<file path="src/rtl/acq_echo_sequencer.sv">
// acq_echo_sequencer: multi-echo NMR acquisition train sequencer for the ADC window generator
// Ports: CLK/RESET (async, active-high); START/ABORT control; NUM_ECHOES, PRE_DELAY, WND_LEN,
// ECHO_PERIOD config (latched on accepted START); ACQ_EN monitored from the window generator;
// ACQ_WND/WINGEN_RST drive the generator; BUSY/DONE/CFG_ERR/OVERRUN status; ECHO_IDX, SAMPLE_CNT.
module acq_echo_sequencer #(
    parameter int CNT_WIDTH  = 32,
    parameter int ECHO_WIDTH = 16,
    parameter int SCNT_WIDTH = 32
) (
    input  logic                  CLK,
    input  logic                  RESET,
    input  logic                  START,
    input  logic                  ABORT,
    input  logic [ECHO_WIDTH-1:0] NUM_ECHOES,
    input  logic [CNT_WIDTH-1:0]  PRE_DELAY,
    input  logic [CNT_WIDTH-1:0]  WND_LEN,
    input  logic [CNT_WIDTH-1:0]  ECHO_PERIOD,
    input  logic                  ACQ_EN,
    output logic                  ACQ_WND,
    output logic                  WINGEN_RST,
    output logic                  BUSY,
    output logic                  DONE,
    output logic                  CFG_ERR,
    output logic                  OVERRUN,
    output logic [ECHO_WIDTH-1:0] ECHO_IDX,
    output logic [SCNT_WIDTH-1:0] SAMPLE_CNT
);
    typedef enum logic [2:0] {IDLE, ARM, PRE, WND, GAP, FIN} state_t;
    state_t                state_q;
    logic [CNT_WIDTH-1:0]  cnt_q, pre_q, wnd_q, per_q;
    logic [ECHO_WIDTH-1:0] num_q, idx_q;
    logic [SCNT_WIDTH-1:0] smp_q;
    logic                  acq_wnd_q, wrst_q, busy_q, done_q, cfg_err_q, ovr_q;
    logic                  cnt_zero, cfg_bad, last_win, abort_now, rise, fin;
    logic [ECHO_WIDTH-1:0] idx_d;
    assign cnt_zero  = cnt_q == '0;
    assign cfg_bad   = WND_LEN == '0 || ECHO_PERIOD <= WND_LEN;
    assign last_win  = idx_q == num_q - ECHO_WIDTH'(1);
    assign abort_now = ABORT && state_q != IDLE;
    // A window rises when the arm phase ends with no pre-delay, when the pre-delay
    // expires, or when a gap expires with more windows still to go.
    assign rise = !abort_now && cnt_zero &&
                  ((state_q == ARM && num_q != '0 && pre_q == '0) ||
                   state_q == PRE || (state_q == GAP && !last_win));
    assign fin  = !abort_now && cnt_zero &&
                  ((state_q == ARM && num_q == '0) || (state_q == GAP && last_win));
    assign idx_d = state_q == GAP ? idx_q + ECHO_WIDTH'(1) : '0;
    always_ff @(posedge CLK or posedge RESET) begin
        if (RESET) begin
            state_q   <= IDLE;
            cnt_q     <= '0;
            pre_q     <= '0;
            wnd_q     <= '0;
            per_q     <= '0;
            num_q     <= '0;
            idx_q     <= '0;
            smp_q     <= '0;
            acq_wnd_q <= 1'b0;
            wrst_q    <= 1'b0;
            busy_q    <= 1'b0;
            done_q    <= 1'b0;
            cfg_err_q <= 1'b0;
            ovr_q     <= 1'b0;
        end else begin
            done_q    <= 1'b0;
            cfg_err_q <= 1'b0;
            // Saturating sample counter; frozen on an abort edge so it holds its value.
            if (busy_q && ACQ_EN && !abort_now && smp_q != '1)
                smp_q <= smp_q + SCNT_WIDTH'(1);
            if (abort_now) begin
                acq_wnd_q <= 1'b0;
                wrst_q    <= 1'b1;
                busy_q    <= 1'b0;
                state_q   <= IDLE;
            end else if (rise) begin
                acq_wnd_q <= 1'b1;
                wrst_q    <= 1'b0;
                idx_q     <= idx_d;
                cnt_q     <= wnd_q - CNT_WIDTH'(1);
                state_q   <= WND;
                if (ACQ_EN)
                    ovr_q <= 1'b1;
            end else if (fin) begin
                done_q  <= 1'b1;
                busy_q  <= 1'b0;
                wrst_q  <= 1'b0;
                state_q <= FIN;
            end else begin
                case (state_q)
                    IDLE: begin
                        wrst_q <= 1'b0;
                        if (START && cfg_bad)
                            cfg_err_q <= 1'b1;
                        else if (START) begin
                            num_q   <= NUM_ECHOES;
                            pre_q   <= PRE_DELAY;
                            wnd_q   <= WND_LEN;
                            per_q   <= ECHO_PERIOD;
                            busy_q  <= 1'b1;
                            wrst_q  <= 1'b1;
                            smp_q   <= '0;
                            ovr_q   <= 1'b0;
                            idx_q   <= '0;
                            cnt_q   <= CNT_WIDTH'(1);
                            state_q <= ARM;
                        end
                    end
                    ARM: begin
                        if (cnt_zero) begin
                            wrst_q  <= 1'b0;
                            cnt_q   <= pre_q - CNT_WIDTH'(1);
                            state_q <= PRE;
                        end else
                            cnt_q <= cnt_q - CNT_WIDTH'(1);
                    end
                    WND: begin
                        if (cnt_zero) begin
                            acq_wnd_q <= 1'b0;
                            cnt_q     <= per_q - wnd_q - CNT_WIDTH'(1);
                            state_q   <= GAP;
                        end else
                            cnt_q <= cnt_q - CNT_WIDTH'(1);
                    end
                    PRE, GAP: cnt_q <= cnt_q - CNT_WIDTH'(1);
                    FIN:      state_q <= IDLE;
                    default:  state_q <= IDLE;
                endcase
            end
        end
    end
    assign ACQ_WND    = acq_wnd_q;
    assign WINGEN_RST = wrst_q;
    assign BUSY       = busy_q;
    assign DONE       = done_q;
    assign CFG_ERR    = cfg_err_q;
    assign OVERRUN    = ovr_q;
    assign ECHO_IDX   = idx_q;
    assign SAMPLE_CNT = smp_q;
endmodule

</file>
<file path="config.mk">
export PLATFORM = sky130hd
export DESIGN_NAME = acq_echo_sequencer
export DESIGN_NICKNAME = d
export VERILOG_FILES = /design/src/rtl/acq_echo_sequencer.sv
export SDC_FILE = /design/constraint.sdc
export NUM_CORES = 1
export LEC_CHECK = 0
export CORE_ASPECT_RATIO = 0.8
export CORE_MARGIN = 2
export CORE_UTILIZATION = 57
export DETAILED_ROUTE_END_ITERATION = 6
export PLACE_DENSITY_LB_ADDON = 0.05
export SYNTH_ARGS = -nofsm -noshare
export SYNTH_HDL_FRONTEND = slang
export SYNTH_SLANG_ARGS = --single-unit
</file>
<file path="constraint.sdc">
create_clock -name CLK -period 8.3 [get_ports CLK]
set_clock_uncertainty 0.2 [all_clocks]
set_input_delay 0.83 -clock CLK [delete_from_list [all_inputs] [get_ports CLK]]
set_output_delay 0.83 -clock CLK [all_outputs]
set_load 0.005 [all_outputs]
</file>
== After elaboration in Yosys (flattened, before gate mapping) ==
Index checks and enable logic that the tools add are counted.

* Register bits: 201
* Bits of input ports: 117
* Output and inout bits: 54
* Logic and storage cells: 148

* Add/sub/neg operators: 8
* Magnitude comparators: 1
* Eq/ne operators: 19
* Mux-type cells: 59
* Bitwise operators: 4
* Reductions and logical operators: 43

{| class="wikitable"
|+ Operator list
! cell !! number
|-
| $mux 32 || 13
|-
| $pmux 32 s4 || 1
|-
| $sub 32x1->32 const B || 4
|-
| $logic_not 32->1 || 3
|-
| $mux 16 || 6
|-
| $add 32x1->32 const B || 1
|-
| $le 32x32->1 || 1
|-
| $ne 32x32->1 const B || 1
|-
| $sub 32x32->32 || 1
|-
| $mux 1 || 30
|-
| $mux 3 || 7
|-
| $ne 5x5->1 const B || 4
|-
| $add 16x1->16 const B || 1
|-
| $eq 16x16->1 || 1
|-
| $logic_not 16->1 || 1
|-
| $reduce_bool 16->1 || 1
|-
| $sub 16x1->16 const B || 1
|-
| $reduce_and 5->1 || 3
|-
| $reduce_bool 3->1 || 5
|-
| $logic_and 1x1->1 || 13
|-
| $ne 3x3->1 const B || 4
|-
| $pmux 3 s4 || 1
|-
| $reduce_and 6->1 || 2
|-
| $reduce_bool 5->1 || 2
|-
| 15 further kinds || 27
|}

== Logic depth before layout (Yosys ltp) ==
* Depth after elaboration: 12
* Mapped depth: 14
* Gate-level depth less buffers: 14

== Worst setup path before layout ==
OpenSTA, ideal clock, no wires.

* Kind: flip-flop to flip-flop
* From: register num_q[2]
* To: register cnt_q[25]
* Setup time: 0.075 ns
* Data arrival time: 3.223 ns
* Data required time: 8.025 ns
* Path slack: 4.802 ns
* Cell stages (with the launch flop): 13
* Path buffers: 3
* Period minus slack after synthesis: 3.498 ns
* Cell sequence: dfrtp_1 -> buf_4 -> or4_1 -> buf_2 -> or4_1 -> a21o_1 -> a32oi_1 -> a41oi_2 -> a211oi_4 -> nand3_2 -> buf_4 -> o22a_1 -> o21ai_2

* Longest elaborated chain between the ends: 8
* Elaborated cells between the ends (all ways): 21

{| class="wikitable"
|+ Ends and longest elaborated chain
! what !! RTL line !! source
|-
| start, declared || 31 || <nowiki>logic [ECHO_WIDTH-1:0] num_q, idx_q;</nowiki>
|-
| start signal, assigned || 55 || <nowiki>num_q <= '0;</nowiki>
|-
| start signal, assigned || 95 || <nowiki>num_q <= NUM_ECHOES;</nowiki>
|-
| $sub 16x1->16 / $reduce_bool 16->1 (equally long branches) || 38, 43 ||
|-
| $eq 16x16->1 / $logic_and 1x1->1 (equally long branches) || 38, 43 ||
|-
| $logic_not 1->1 / $logic_and 1x1->1 (equally long branches) || 44, 43 ||
|-
| $logic_and 1x1->1 / $logic_or 1x1->1 (equally long branches) || 44, 43 ||
|-
| $logic_or 1x1->1 || 44 || <nowiki>state_q == PRE || (state_q == GAP && !last_win));</nowiki>
|-
| $logic_and 1x1->1 || 42 || <nowiki>assign rise = !abort_now && cnt_zero &&</nowiki>
|-
| $ne 3x3->1 (no line), or another cell as far along || - ||
|-
| $reduce_and 5->1 (no line) || - ||
|-
| end signal, assigned || 79 || <nowiki>cnt_q <= wnd_q - CNT_WIDTH'(1);</nowiki>
|-
| end signal, assigned || 111 || <nowiki>cnt_q <= pre_q - CNT_WIDTH'(1);</nowiki>
|-
| end signal, assigned || 114 || <nowiki>cnt_q <= cnt_q - CNT_WIDTH'(1);</nowiki>
|-
| end, declared || 30 || <nowiki>logic [CNT_WIDTH-1:0] cnt_q, pre_q, wnd_q, per_q;</nowiki>
|}

Parallel ways exist; a longest one is shown, timed or not.
A chain may end at the register's enable or synchronous reset.

== Worst setup path in the final report ==
* From: register cnt_q[16]
* To: register idx_q[5] (netlist: ECHO_IDX[5])

* Longest elaborated chain between the ends: 5
* Elaborated cells between the ends (all ways): 10

{| class="wikitable"
|+ Ends and longest elaborated chain
! what !! RTL line !! source
|-
| $logic_not 32->1 (*) || 36 || <nowiki>assign cnt_zero = cnt_q == '0;</nowiki>
|-
| $logic_and 1x1->1 (*) || 42, 45 ||
|-
| $logic_and 1x1->1 (on tied branches) || 42, 45 ||
|-
| $ne 2x2->1 (no line) / $reduce_bool 2->1 (equally long branches) || - ||
|-
| $reduce_and 5->1 (no line) || - ||
|-
| end signal, assigned || 78 || <nowiki>idx_q <= idx_d;</nowiki>
|-
| end, declared || 31 ||
|}

Every way passes the cells marked *; elsewhere a longest branch is shown, timed or not.

==> results.txt <==
----------------------------------------------------
[Final layout]
  Area Growth Syn to Fin ... 19.2%
  Final #Nets ... between 1500 and 2000
  Final core utilization ... between 60% and 70%
  Number of cells in the finished layout apart from fillers ... roughly 2100
  Post-layout instance area ... 0.0166 mm^2
  Total inserted antenna cells ... 0
  Proportion of layout cells with a drive suffix above 1 ... under 10%

[Worst setup path]
  List of cells traversed by the critical path ... or4_1, nand4b_1, nor4_2, nand2_1, nor4_1, a211o_1, buf_4, nor2_1, nor3_1, nand2_1, o21ai_1
  Biggest cell delay along the critical path ... between 800 and 900 ps
  Critical path peak fanout ... 29
  Critical path required time ... 8550 ps
  Reg-to-Reg End ... ECHO_IDX[5]
  R2R Path Start ... cnt_q[16]
  Register-to-register setup slack ... approximately 3300 ps
  R2R cell count ... 11
  Type of origin of the critical path ... flop
  Family of cells with the greatest summed delay on the critical path ... simple AND/OR/NAND/NOR gates
  Buffer and inverter count on the worst path ... 1
  Worst setup path startpoint ... cnt_q[16]
  Data arrival at the endpoint of the critical path ... between 5000 and 6000 ps
  Worst path slowest cell ... sky130_fd_sc_hd__nor3_1
  Worst Path Class, Setup ... flop to flop
  Cell seen most often among critical-path stages ... sky130_fd_sc_hd__nand2_1
  Crit. End Element ... flop

[STA]
  Final worst path period share ... 60.5%
  TNS Setup ... 0 ps
  Worst rel slew slack ... 21.6%
  Setup violators final ... 0
  Worst Max-Slew Pin Slew ... 1160 ps
  Unrepaired setup endpoints after global routing ... false
  Min cycle time layout ... approximately 5000 ps
  Endpoints failing hold ... 0
  Number of pins with negative max-slew slack in the final report ... 0
  Max frequency ... 199 MHz
  Min Hold Slack ... between 300 and 400 ps

[Global route]
  Met3 layer usage reported by global route ... 4.18%
  Pin count of the biggest net entering global routing ... 137
  Most crowded layer after global routing ... met2
  Number of global-route vias before repair ... between 10000 and 15000
  Met2 GRT Util ... 49.2%
  Total overflow reported by the global router ... 0
  GR Util met1 ... ~45%
  Antenna violations before repair ... 0
  Total routing resource utilization after global routing ... a little under a third
  First-pass GRT wire length ... ~64 mm

[Synthesis]
  Post-synth design cell area ... around 0.014 mm^2
  Sequential-to-total area share from yosys stat ... between 30% and 40%
  Ys async rst share ... 100%
  Number of different library cells in the post-synthesis netlist ... 82
  Most frequently used flop master after synthesis ... sky130_fd_sc_hd__dfrtp_1
  Count of mapped cells out of synthesis ... 1597
  Mean post-synth cell area ... approximately 8.7 um^2
  Flip-flop and latch count after synthesis ... around 200
  Number of enable-type register cells in the synthesized netlist ... 0
  Total of warnings raised by yosys ... 0
  Net count after synthesis ... 1785

[Power and ir drop]
  Power density over the cells ... between 300 and 400 mW/mm^2
  Maximum resistive drop on vdd ... 192 uV
  Static leakage ... about 0.0068 uW

[Placement]
  Final HPWL DP ... about 30 mm
  Count of port buffers added during placement ... 170
  Routability congestion estimate ... about 0.95
  Dpl cells ... 2033
  Cell area reported after detailed placement ... between 0.015 and 0.02 mm^2

[CTS]
  # hold bufs at CTS ... 0
  Worst-path clk slew ... around 60 ps
  Latest clock arrival within the worst-skew pair ... 520 ps
  TritonCTS buffer count ... 23
  H-tree depth ... 1
  Buffer depth of the longest clock path ... 3
  Quantity of gates resized following cts ... 0
  Cell chosen for the clock root ... sky130_fd_sc_hd__clkbuf_16
  Post-CTS repair timing setup buffer count ... 0
  Number of clock sinks seen by CTS ... between 200 and 250
  Clock tree from TritonCTS ... yes

[Detailed routing]
  Total via count after detailed routing ... 12800
  Number of design-rule violations left by the first detailed-router iteration ... 1096
  DRC violations left ... 0
  Routed wire length ... approximately 40 mm
  Wire length per cell ... between 15 and 20 um
  Remaining antenna violation count ... 0
  Via density per instance ... 6.15
  Number of optimization iterations in the first detailed-route pass ... 7

[Min path]
  Hold_sp ... ACQ_WND
  Worst hold path depth ... 2
  Worst hold path class ... flop to flop
  Hold Crit Endpoint ... ACQ_WND

[Die]
  Chip Width ... about 180 um
  Die Y ... roughly 140 um
  Ports ... roughly 170
  Initial core utilization ... between 50% and 60%
  Die Footprint ... about 0.026 mm^2
  Core footprint ... between 0.02 and 0.025 mm^2
  Number of core rows ... 51

[Outcome]
  Result of the run ... finished, final reports clean

[Job]
  Total of max-cap violations ... 0

----------------------------------------------------
==> cell usage after synthesis (all sizes together), types with 6 or more instances <==
cell type / instances / share of area [%]
mux2: 79 / 6.4
a21oi: 70 / 2.5
o31ai: 14 / 0.75
a211oi: 12 / 0.74
o211ai: 9 / 0.52
buf: 19 / 1.1
inv: 88 / 2.4
nand3: 38 / 1.4
a31oi: 20 / 0.90
a21o: 22 / 1.2
nor4: 38 / 1.8
nor3b: 7 / 0.38
nor3: 43 / 1.5
a22oi: 10 / 0.54
o22a: 6 / 0.38
nand4: 34 / 1.5
nand2: 177 / 4.8
or4: 12 / 0.65
o21ai: 132 / 4.8
and2: 6 / 0.27
dfrtp: 201 / 36
nor2: 132 / 3.6
or3: 27 / 1.2
and3: 18 / 0.81
xnor2: 87 / 5.5
o21bai: 7 / 0.38
o22ai: 26 / 1.2
clkbuf: 42 / 1.1
xor2: 63 / 4.0
ha: 70 / 6.3
and4: 7 / 0.44
nand2b: 16 / 0.72
==> report_power, final <==
group | total [uW] | switching [uW] | internal (uW)
clock network | 1090 | 435 | 656
logic | 3180 | 1880 | 1300
registers | 1740 | 418 | 1330
==> final cells by class <==
type / instances / area, um^2
inverters: 88 / 338
clock inverters: 13 / 181
flip-flops and latches: 201 / 5030
well taps: 318 / 398
clock buffers: 29 / 618
multi-input cells: 1247 / 8260
repair buffers: 179 / 1770
fillers: 2008 / 7590
==> worst max path at each step <==
stage / endpoint / cells after the start
after floorplan: ACQ_WND / 1
after global placement: ECHO_IDX[2] / 14
after detailed placement: ECHO_IDX[2] / 14
after CTS: ECHO_IDX[2] / 11
after global routing: ECHO_IDX[6] / 11
final: ECHO_IDX[5] / 11
==> layer usage <==
| metal | share of wire [%] | vias to the layer above |
|---|---|---|
| li1 | - | 6016 |
| met1 | 45 | 6158 |
| met2 | 46 | 508 |
| met3 | 6.3 | 81 |
| met4 | 2.8 | 0 |
| met5 | 0 | - |
==> worst reg2reg max path: cells and delay by family, from the launching register on <==
kind / cells / cell delay [ps]
AND/OR/NAND/NOR: 8 / 3680
flip-flops: 1 / 440
AO/OA/AOI/OAI: 2 / 310
buffers and inverters: 1 / 320
==> placed cells by master (no fill, tap or decap), types with 4 or more instances in the layout <==
| master | synthesis | final |
|---|---|---|
| sky130_fd_sc_hd__o22a_1 | 6 | 6 |
| sky130_fd_sc_hd__nand2b_1 | 16 | 16 |
| sky130_fd_sc_hd__clkdlybuf4s50_1 | 0 | 170 |
| sky130_fd_sc_hd__a22oi_1 | 10 | 10 |
| sky130_fd_sc_hd__a21o_1 | 22 | 22 |
| sky130_fd_sc_hd__bufinv_16 | 0 | 4 |
| sky130_fd_sc_hd__buf_4 | 7 | 9 |
| sky130_fd_sc_hd__or4_1 | 12 | 12 |
| sky130_fd_sc_hd__and3_1 | 18 | 18 |
| sky130_fd_sc_hd__and2_1 | 4 | 4 |
| sky130_fd_sc_hd__nor3_1 | 43 | 43 |
| sky130_fd_sc_hd__nor3b_1 | 7 | 7 |
| sky130_fd_sc_hd__nor2_1 | 132 | 132 |
| sky130_fd_sc_hd__clkbuf_16 | 0 | 23 |
| sky130_fd_sc_hd__a211oi_1 | 11 | 11 |
| sky130_fd_sc_hd__nand2_1 | 175 | 175 |
| sky130_fd_sc_hd__dfrtp_1 | 201 | 201 |
| sky130_fd_sc_hd__o211ai_1 | 8 | 8 |
| sky130_fd_sc_hd__and4_1 | 7 | 7 |
| sky130_fd_sc_hd__a21oi_1 | 69 | 69 |
| sky130_fd_sc_hd__o41ai_1 | 4 | 4 |
| sky130_fd_sc_hd__o21bai_1 | 7 | 7 |
| sky130_fd_sc_hd__inv_1 | 88 | 87 |
| sky130_fd_sc_hd__xor2_1 | 63 | 63 |
| sky130_fd_sc_hd__nor2b_1 | 4 | 4 |
| sky130_fd_sc_hd__o21ai_1 | 44 | 44 |
| sky130_fd_sc_hd__nor4_1 | 36 | 35 |
| sky130_fd_sc_hd__a211o_1 | 4 | 4 |
| sky130_fd_sc_hd__nand4_1 | 34 | 34 |
| sky130_fd_sc_hd__o31ai_1 | 14 | 14 |
| sky130_fd_sc_hd__o21ai_0 | 85 | 85 |
| sky130_fd_sc_hd__nand3_1 | 37 | 37 |
| sky130_fd_sc_hd__a31oi_1 | 20 | 20 |
| sky130_fd_sc_hd__clkbuf_1 | 42 | 4 |
| sky130_fd_sc_hd__or3_1 | 27 | 27 |
| sky130_fd_sc_hd__clkinv_2 | 0 | 4 |
| sky130_fd_sc_hd__mux2_2 | 78 | 78 |
| sky130_fd_sc_hd__ha_1 | 70 | 70 |
| sky130_fd_sc_hd__o22ai_1 | 26 | 26 |
| sky130_fd_sc_hd__xnor2_1 | 87 | 87 |
==> registers in the layout, summed over array words and instances (netlist names) <==
signal and cells:
wnd_q 32, WINGEN_RST 1, num_q 16, SAMPLE_CNT 32, BUSY 1, state_q 3
ECHO_IDX 16, DONE 1, CFG_ERR 1, ACQ_WND 1, pre_q 32, per_q 32
OVERRUN 1, cnt_q 32
==> cells by family after synthesis <==
kind of cell / synth area share (%)
DFF: 36.1
xor gates and xnor gates: 9.44
and+or+nand+nor: 20.2
muxes: 6.53
buffers and inverters: 4.62
adders and majority gates: 6.44
AOI/OAI and AO/OA: 16.7
==> metrics by stage <==
step | setup WS, ps | total power, uW
CTS | 3510 | 5970
finish | 3280 | 6010
global placement | 3230 | 4790
global route | 3090 | 6400
floorplan | 1790 | 3980
detailed placement | 3180 | 4840
(Power assumes the default switching activity.)
